`config.mk`:
```
export PLATFORM = sky130hd
export DESIGN_NAME = inst_prefetch_queue_flat
export DESIGN_NICKNAME = d
export VERILOG_FILES = /design/src/rtl/inst_prefetch_queue_if.sv /design/src/rtl/inst_prefetch_queue.sv /design/src/flat_wrapper.sv
export SDC_FILE = /design/constraint.sdc
export NUM_CORES = 1
export LEC_CHECK = 0
export ABC_AREA = 1
export CAP_MARGIN = 40
export CORE_MARGIN = 5
export CORE_UTILIZATION = 46
export CTS_CLUSTER_DIAMETER = 40
export DETAILED_ROUTE_END_ITERATION = 8
export PLACE_DENSITY = 0.67
export SLEW_MARGIN = 10
export SYNTH_ARGS = -nofsm -noshare
export SYNTH_HDL_FRONTEND = slang
export SYNTH_SLANG_ARGS = --single-unit
```
`constraint.sdc`:
```
create_clock -name clk -period 13.2 [get_ports clk]
set_clock_uncertainty 0.2 [all_clocks]
set_input_delay 2.64 -clock clk [delete_from_list [all_inputs] [get_ports clk]]
set_output_delay 2.64 -clock clk [all_outputs]
set_load 0.005 [all_outputs]
```
`src/rtl/inst_prefetch_queue_if.sv`:
```
// Bundle between the prefetch queue, the instruction memory, the redirect
// source and the IF/ID register. master = queue side, slave = environment side.
interface inst_prefetch_queue_if #(
  parameter int DEPTH = 4
);
  localparam int CW = $clog2(DEPTH) + 1;

  logic          imem_req;
  logic [31:0]   imem_addr;
  logic [31:0]   imem_rdata;
  logic          redirect_valid;
  logic [31:0]   redirect_pc;
  logic          out_valid;
  logic          out_ready;
  logic [31:0]   out_pc;
  logic [31:0]   out_inst;
  logic [CW-1:0] count;

  modport master (
    output imem_req, imem_addr, out_valid, out_pc, out_inst, count,
    input  imem_rdata, redirect_valid, redirect_pc, out_ready
  );

  modport slave (
    input  imem_req, imem_addr, out_valid, out_pc, out_inst, count,
    output imem_rdata, redirect_valid, redirect_pc, out_ready
  );
endinterface

```
`src/rtl/inst_prefetch_queue.sv`:
```
// Instruction prefetch queue: credit-limited sequential fetch into a DEPTH-entry
// {pc, inst} FIFO with redirect flush. Define PFQ_BYPASS_EN for the empty-FIFO bypass.
module inst_prefetch_queue #(
  parameter int          DEPTH    = 4,
  parameter logic [31:0] RESET_PC = 32'h0000_0000,
  parameter logic [31:0] NOP      = 32'h0000_0013
) (
  input  logic                  clk,
  input  logic                  rst,
  inst_prefetch_queue_if.master bus
);
  localparam int              AW        = $clog2(DEPTH);
  localparam int              CW        = AW + 1;
  localparam logic [CW:0]     DEPTH_EXT = (CW+1)'(DEPTH);
  localparam logic [CW-1:0]   DEPTH_CNT = CW'(DEPTH);

  logic [31:0]   fetch_pc_reg, fetch_pc_next;
  logic [31:0]   req_pc_reg, req_pc_next;
  logic          inflight_reg, inflight_next;
  logic          squash_reg, squash_next;
  logic [CW-1:0] rd_ptr_reg, rd_ptr_next;
  logic [CW-1:0] wr_ptr_reg, wr_ptr_next;
  logic [CW-1:0] count_reg, count_next;

  logic [31:0]   fifo_pc_mem   [DEPTH];
  logic [31:0]   fifo_inst_mem [DEPTH];

  logic          issue;
  logic          head_valid;
  logic          return_valid;
  logic          byp_take;
  logic          push_en;
  logic          pop_en;
  logic          out_valid_int;
  logic [31:0]   head_pc;
  logic [31:0]   head_inst;

  wire unused_rpc_lo = &{1'b0, bus.redirect_pc[1:0]};

  assign head_pc   = fifo_pc_mem[rd_ptr_reg[AW-1:0]];
  assign head_inst = fifo_inst_mem[rd_ptr_reg[AW-1:0]];

  // Datapath control: credit check counts the word already in flight so the
  // FIFO can never be asked to take more than DEPTH entries.
  always_comb begin
    head_valid   = (count_reg != '0);
    issue        = rst && !bus.redirect_valid &&
                   (({1'b0, count_reg} + (CW+1)'(inflight_reg)) < DEPTH_EXT);
    return_valid = inflight_reg && !squash_reg && !bus.redirect_valid;
`ifdef PFQ_BYPASS_EN
    byp_take     = return_valid && !head_valid;
`else
    byp_take     = 1'b0;
`endif
    out_valid_int = !bus.redirect_valid && (head_valid || byp_take);
    pop_en        = head_valid && bus.out_ready && !bus.redirect_valid;
    push_en       = return_valid && !(byp_take && bus.out_ready);
  end

  always_comb begin
    bus.imem_req  = issue;
    bus.imem_addr = fetch_pc_reg;
    bus.out_valid = out_valid_int;
    bus.count     = count_reg;
    bus.out_pc    = 32'h0;
    bus.out_inst  = NOP;
    if (out_valid_int) begin
      if (head_valid) begin
        bus.out_pc   = head_pc;
        bus.out_inst = head_inst;
      end else begin
        bus.out_pc   = req_pc_reg;
        bus.out_inst = bus.imem_rdata;
      end
    end
  end

  // Next-state: redirect overrides every push, pop and issue in its cycle.
  always_comb begin
    fetch_pc_next = fetch_pc_reg;
    req_pc_next   = req_pc_reg;
    inflight_next = issue;
    squash_next   = 1'b0;
    rd_ptr_next   = rd_ptr_reg;
    wr_ptr_next   = wr_ptr_reg;
    count_next    = count_reg;
    if (bus.redirect_valid) begin
      fetch_pc_next = {bus.redirect_pc[31:2], 2'b00};
      squash_next   = inflight_reg;
      rd_ptr_next   = '0;
      wr_ptr_next   = '0;
      count_next    = '0;
    end else begin
      if (issue) begin
        req_pc_next   = fetch_pc_reg;
        fetch_pc_next = fetch_pc_reg + 32'd4;
      end
      wr_ptr_next = wr_ptr_reg + CW'(push_en);
      rd_ptr_next = rd_ptr_reg + CW'(pop_en);
      count_next  = count_reg + CW'(push_en) - CW'(pop_en);
    end
  end

  always_ff @(posedge clk or negedge rst) begin
    if (!rst) begin
      fetch_pc_reg <= RESET_PC;
      req_pc_reg   <= RESET_PC;
      inflight_reg <= 1'b0;
      squash_reg   <= 1'b0;
      rd_ptr_reg   <= '0;
      wr_ptr_reg   <= '0;
      count_reg    <= '0;
    end else begin
      fetch_pc_reg <= fetch_pc_next;
      req_pc_reg   <= req_pc_next;
      inflight_reg <= inflight_next;
      squash_reg   <= squash_next;
      rd_ptr_reg   <= rd_ptr_next;
      wr_ptr_reg   <= wr_ptr_next;
      count_reg    <= count_next;
    end
  end

  // Storage carries no reset; validity lives entirely in the pointers.
  always_ff @(posedge clk) begin
    if (push_en) begin
      fifo_pc_mem[wr_ptr_reg[AW-1:0]]   <= req_pc_reg;
      fifo_inst_mem[wr_ptr_reg[AW-1:0]] <= bus.imem_rdata;
    end
  end

  no_overflow_a: assert property (@(posedge clk) disable iff (!rst)
    !(push_en && !pop_en && count_reg == DEPTH_CNT));

  ptr_consistent_a: assert property (@(posedge clk) disable iff (!rst)
    count_reg == (wr_ptr_reg - rd_ptr_reg));

endmodule

```
`src/flat_wrapper.sv`:
```
// flat-port wrapper written by rule: the top's interface ports become plain ports
module inst_prefetch_queue_flat 
#(
  parameter int          DEPTH    = 4,
  parameter logic [31:0] RESET_PC = 32'h0000_0000,
  parameter logic [31:0] NOP      = 32'h0000_0013
)
  (clk, rst, bus_imem_req, bus_imem_addr, bus_out_valid, bus_out_pc, bus_out_inst, bus_count, bus_imem_rdata, bus_redirect_valid, bus_redirect_pc, bus_out_ready);
  inst_prefetch_queue_if #(.DEPTH(DEPTH)) bus_i ();
  input  logic clk;
  input  logic rst;
  output wire logic [$bits(bus_i.imem_req)-1:0] bus_imem_req;
  output wire logic [$bits(bus_i.imem_addr)-1:0] bus_imem_addr;
  output wire logic [$bits(bus_i.out_valid)-1:0] bus_out_valid;
  output wire logic [$bits(bus_i.out_pc)-1:0] bus_out_pc;
  output wire logic [$bits(bus_i.out_inst)-1:0] bus_out_inst;
  output wire logic [$bits(bus_i.count)-1:0] bus_count;
  input wire logic [$bits(bus_i.imem_rdata)-1:0] bus_imem_rdata;
  input wire logic [$bits(bus_i.redirect_valid)-1:0] bus_redirect_valid;
  input wire logic [$bits(bus_i.redirect_pc)-1:0] bus_redirect_pc;
  input wire logic [$bits(bus_i.out_ready)-1:0] bus_out_ready;
  assign bus_imem_req = bus_i.imem_req;
  assign bus_imem_addr = bus_i.imem_addr;
  assign bus_out_valid = bus_i.out_valid;
  assign bus_out_pc = bus_i.out_pc;
  assign bus_out_inst = bus_i.out_inst;
  assign bus_count = bus_i.count;
  assign bus_i.imem_rdata = bus_imem_rdata;
  assign bus_i.redirect_valid = bus_redirect_valid;
  assign bus_i.redirect_pc = bus_redirect_pc;
  assign bus_i.out_ready = bus_out_ready;
  inst_prefetch_queue #(.DEPTH(DEPTH), .RESET_PC(RESET_PC), .NOP(NOP)) u_core (.clk(clk), .rst(rst), .bus(bus_i));
endmodule
```
## After elaboration in Yosys (flattened, before gate mapping)

Memories as Yosys holds them, arrays and structs flattened.
Index checks and enable logic that the tools add are counted.
W data, S select, Z words.

| storage, ports and cells | value |
|---|---|
| bits of input ports | 68 |
| RAM bits | 256 |
| logic and storage cells | 41 |
| memories kept | 2 |
| output and inout bits | 101 |
| flip-flop bits (word level) | 75 |

| operators by class | value |
|---|---|
| $add $sub $neg | 6 |
| reductions and logical operators | 12 |
| bitwise operators | 1 |
| mux-type cells | 12 |
| $lt $le $gt $ge | 1 |

Memory list:

| memory | depth | width | rd ports | clocked after memory_dff | wr ports | RTL line | source |
|---|---|---|---|---|---|---|---|
| u_core.fifo_inst_mem | 4 | 32 | 1 | 0 | 1 | inst_prefetch_queue.sv:26 | `logic [31:0] fifo_inst_mem [DEPTH];` |
| u_core.fifo_pc_mem | 4 | 32 | 1 | 0 | 1 | inst_prefetch_queue.sv:25 | `logic [31:0] fifo_pc_mem [DEPTH];` |

Operators with widths:

| operator | number |
|---|---|
| $mux W32 | 6 |
| $add A32 B3 Y32 const B | 1 |
| $add A3 B1 Y3 | 3 |
| $mux W3 | 3 |
| $logic_and A1 B1 Y1 | 7 |
| $add A3 B1 Y4 | 1 |
| $lt A4 B3 Y1 const B | 1 |
| $mux W1 | 3 |
| $reduce_bool A3 Y1 | 1 |
| $sub A3 B1 Y3 | 1 |
| $logic_not A1 Y1 | 2 |
| $reduce_and A2 Y1 | 1 |
| $reduce_bool A2 Y1 | 1 |
| $not A1 Y1 | 1 |

## Longest topological paths before layout

| logic depth | value |
|---|---|
| word-level depth | 6 |
| mapped depth | 12 |

## Worst setup path after synthesis

Ideal clock, no wire load.

| path | value |
|---|---|
| path type | in2reg |
| start | input port bus_redirect_valid |
| end | memory u_core.fifo_inst_mem[0][0] (enable) |
| arrival | 7.217 ns |
| path buffers | 1 |
| cell stages on the path | 4 |
| path slack | 5.225 ns |
| required time | 12.442 ns |
| path through | buf_2 nor2_1 nand2_1 nor3_1 |

| between the ends | value |
|---|---|
| cells in the longest elaborated chain, start to end | 4 |

Ends and longest elaborated chain:

| element | RTL line | source |
|---|---|---|
| start, declared | flat_wrapper.sv:19 | `input wire logic [$bits(bus_i.redirect_valid)-1:0] bus_redirect_valid;` |
| $logic_not A1 Y1 | inst_prefetch_queue.sv:49 | `return_valid = inflight_reg && !squash_reg && !bus.redirect_valid;` |
| $logic_and A1 B1 Y1 | inst_prefetch_queue.sv:49 |  |
| $mux W1 | inst_prefetch_queue.sv:126 | `if (push_en) begin` |
| $mux W1 (not written as such) | inst_prefetch_queue.sv:128 | `fifo_inst_mem[wr_ptr_reg[AW-1:0]] <= bus.imem_rdata;` |
| end, declared | inst_prefetch_queue.sv:26 |  |

Every way passes these cells.

## Worst setup path in the final report

| path | value |
|---|---|
| start | input port bus_redirect_valid |
| end | output port bus_imem_req |

| between the ends | value |
|---|---|
| cells in the longest elaborated chain, start to end | 3 |

Ends and longest elaborated chain:

| element | RTL line | source |
|---|---|---|
| $logic_not A1 Y1 | inst_prefetch_queue.sv:47 | `issue = rst && !bus.redirect_valid &&` |
| $logic_and A1 B1 Y1 (2 in a row) | inst_prefetch_queue.sv:47 |  |
| end, declared | flat_wrapper.sv:12 | `output wire logic [$bits(bus_i.imem_req)-1:0] bus_imem_req;` |

Every way passes these cells.

==> flow_summary.ini <==
[status]
status = completed

[critical_path]
path_class = in -> out
critPathMaxStageDelay_ns = 0.59
arrival_ns = 5.50
crit_family = buffers and inverters
worstPathRequired_ns = 10.36
slowest_stage = buf_4
startpoint_type = input port
worstPathCellList = clkdlybuf4s50_1 > buf_4 > inv_2 > nand3_1 > inv_2 > nand2_2 > buf_4 > inv_1 > clkdlybuf4s50_1
critPathBufInv = 7
path_max_fanout = 85
critPathCaptureType = primary output

[placement]
dp.final_hpwl_um = 18300
port_buffers = 162
place.gp.congestion = 0.827
place_ws_ns = 4.85
placed_area_mm2 = 0.0155
dpl.cell_count = 1767

[clocking]
cts.reportedPaths.clkPinSlew_ns = 0.06
clockBufferDepth = 3
cts.sinks = 317
holdBufCountCts = 0
cts_tree = done
cts_setup_buffers = 0
cts_buffers = 42
ctsResizeCount = 0
htree_levels = 2
cts_root_buffer = clkbuf_16
clk_latency_ns = 0.52

[route]
drt-initial-drc-count = 565
drt_wl_total_um = 30700
vias = 9406
drt_first_pass_iters = 4
wl_per_cell_um = 16.6
postRouteAntennaNets = 0
drc = 0
detail_route.vias_per_cell = 5.10

[synth]
synth-seq-area-share = 0.683
netlist_area_mm2 = 0.0134
syn_area_per_cell_um2 = 10.6
synthDistinctLibCells = 28
yosys.area.top_type = edfxtp_1
synth_top_cell_area_share = 0.554
synthArstFlopShare = 0.218
syn_inst = 1267
synth_ff_type = edfxtp_1
synth_area_leaders = edfxtp_1 (55%), dfrtp_1 (13%), nor2_1 (7.8%)
ys_warn_count = 0
synth_seq_cells = 317
synth_edf_count = 248

[final_layout]
area_delta_synth_final_pct = 25.8
fin_area_mm2 = 0.0169
largest_reg_flops = 128
layout.nets = 1502
seq_area_mm2 = 0.00918
fillers = 2390
multi_input_area_mm2 = 0.00368
drive_gt1_frac = 0.0828
diodes = 0
stdcell_count = 1845

[timing]
setup_viol = 0
tns_ns = 0
max_slew_margin = 0.428
rsz0062_at_grt = false
fmax_ghz = 0.120
slew_viol_final = 0
timing.final.crit_share = 0.632
fin_crit_ns = 8.34
setup_ws_ns = 4.86
timing_hold_violations_final = 0
tightest_slew_ns = 0.858

[global_route]
grt_pass1_vias = 9340
groute.layer.met1.usage = 0.251
gr-total-overflow = 0
busiest_layer = met2
grt_pass1_wl_um = 49300
grt_use_total = 0.184
grt_max_degree = 91
grt_util_met2 = 0.304
met3_usage = 0.0418
antenna_found_initial = 0

[flow_run]
max-cap-violations = 0

[floorplanning]
die_h_um = 181
ios = 169
fp.coreArea_mm2 = 0.0288
fp.dieW_um = 181
rows = 62
die-area_mm2 = 0.0327
start_util = 0.467

[pwr]
power.total_w = 0.00290
ir_drop_mv = 0.0884
p_per_area_mw_per_mm2 = 172
power_leakage_nw = 6.35

[hold_path]
hp-class = reg -> reg
## final cells by class
class | count | share of cell area
Multi-Input combinational cell | 818 | 0.218
Inverter | 66 | 0.0147
Sequential cell | 317 | 0.543
Clock buffer | 51 | 0.0686
Clock inverter | 27 | 0.0151
Timing Repair Buffer | 182 | 0.112
Tap cell | 384 | 0.0284
## synthesized netlist by cell type, drive strengths merged (3+ instances only)
cell / n
nor2: 293
edfxtp: 248
nand2: 188
o21ai: 159
nand3: 77
dfrtp: 69
a21oi: 67
inv: 66
buf: 46
clkbuf: 23
ha: 6
nor3: 6
o211ai: 6
or2: 3
## stage by stage
step	hold slack [ns]	utilization
6_report	0.311	0.587
4_1_cts	0.311	0.587
3_5_place_dp	0.300	0.538
5_1_grt	0.334	0.587
2_1_floorplan	0.276	-
3_3_place_gp	0.294	0.532
## cell families after synthesis
logic type | after synthesis | share of synthesized area
AND/OR/NAND/NOR | 571 | 0.174
flip-flops | 317 | 0.683
AO/OA/AOI/OAI | 232 | 0.0876
buffers and inverters | 135 | 0.0452
adder cells (fa/ha/maj) | 7 | 0.00708
XOR/XNOR | 4 | 0.00261
other | 1 | 0.000279
## per-layer routing
| layer | share of wire | vias to the layer above |
|---|---|---|
| met2 | 0.47 | 263 |
| met3 | 0.061 | 43 |
| met4 | 0.016 | 0 |
| met5 | 0 | - |
| li1 | - | 4641 |
| met1 | 0.45 | 4459 |
## cell usage in the layout, fill, tap and decap left out, types with 2 or more instances in the layout
| cell type | netlist | routed |
|---|---|---|
| inv_8 | 0 | 3 |
| nor2_2 | 7 | 7 |
| a21oi_1 | 67 | 67 |
| clkinv_2 | 0 | 6 |
| nand3_1 | 77 | 77 |
| ha_1 | 6 | 6 |
| nor3_1 | 6 | 2 |
| clkdlybuf4s50_1 | 0 | 161 |
| clkinvlp_4 | 0 | 3 |
| inv_1 | 59 | 59 |
| dfrtp_1 | 69 | 67 |
| buf_12 | 0 | 2 |
| nand2_2 | 3 | 3 |
| buf_16 | 0 | 5 |
| edfxtp_1 | 248 | 248 |
| clkinv_4 | 0 | 2 |
| nand4_1 | 2 | 2 |
| buf_4 | 13 | 13 |
| nor2_1 | 280 | 280 |
| inv_2 | 7 | 6 |
| conb_1 | 1 | 4 |
| o21ai_0 | 159 | 159 |
| bufinv_16 | 0 | 3 |
| clkbuf_16 | 0 | 45 |
| clkinv_1 | 0 | 6 |
| nor2_4 | 6 | 6 |
| and2_1 | 2 | 2 |
| clkbuf_1 | 23 | 5 |
| inv_6 | 0 | 5 |
| xnor2_1 | 2 | 2 |
| o211ai_1 | 6 | 6 |
| nand2_1 | 184 | 184 |
| or2_2 | 3 | 3 |
| nor3_2 | 0 | 4 |
| xor2_1 | 2 | 2 |
## path summary, 6_finish.rpt
| kind | to | slack (ns) | start | cells after the start |
|---|---|---|---|---|
| setup / recovery | bus_imem_req | 4.86 | bus_redirect_valid | 9 |
| max in group asynchronous | u_core.bus.imem_addr[5]$_DFFE_PN0P_ | 10.00 | rst | 3 |
| min in group asynchronous | u_core.bus.imem_addr[2]$_DFFE_PN0P_ | 1.95 | rst | 2 |
| hold / removal | u_core.fifo_pc_mem[2][16]$_DFFE_PP_ | 0.31 | u_core.req_pc_reg[16]$_DFFE_PN0P_ | 0 |
| hold reg to reg | u_core.fifo_pc_mem[2][16]$_DFFE_PP_ | 0.31 | u_core.req_pc_reg[16]$_DFFE_PN0P_ | 0 |
| setup reg to reg | u_core.bus.count[2]$_DFF_PN0_ | 10.49 | u_core.bus.count[1]$_DFF_PN0_ | 11 |
## power breakdown
part           total [W]  switching (W)  internal, W
registers        0.00129      0.0000984      0.00119
clock network    0.00111       0.000421     0.000693
logic           0.000494       0.000267     0.000227
total            0.00290       0.000786      0.00211
Note: power is estimated with default switching activity, not from simulation.
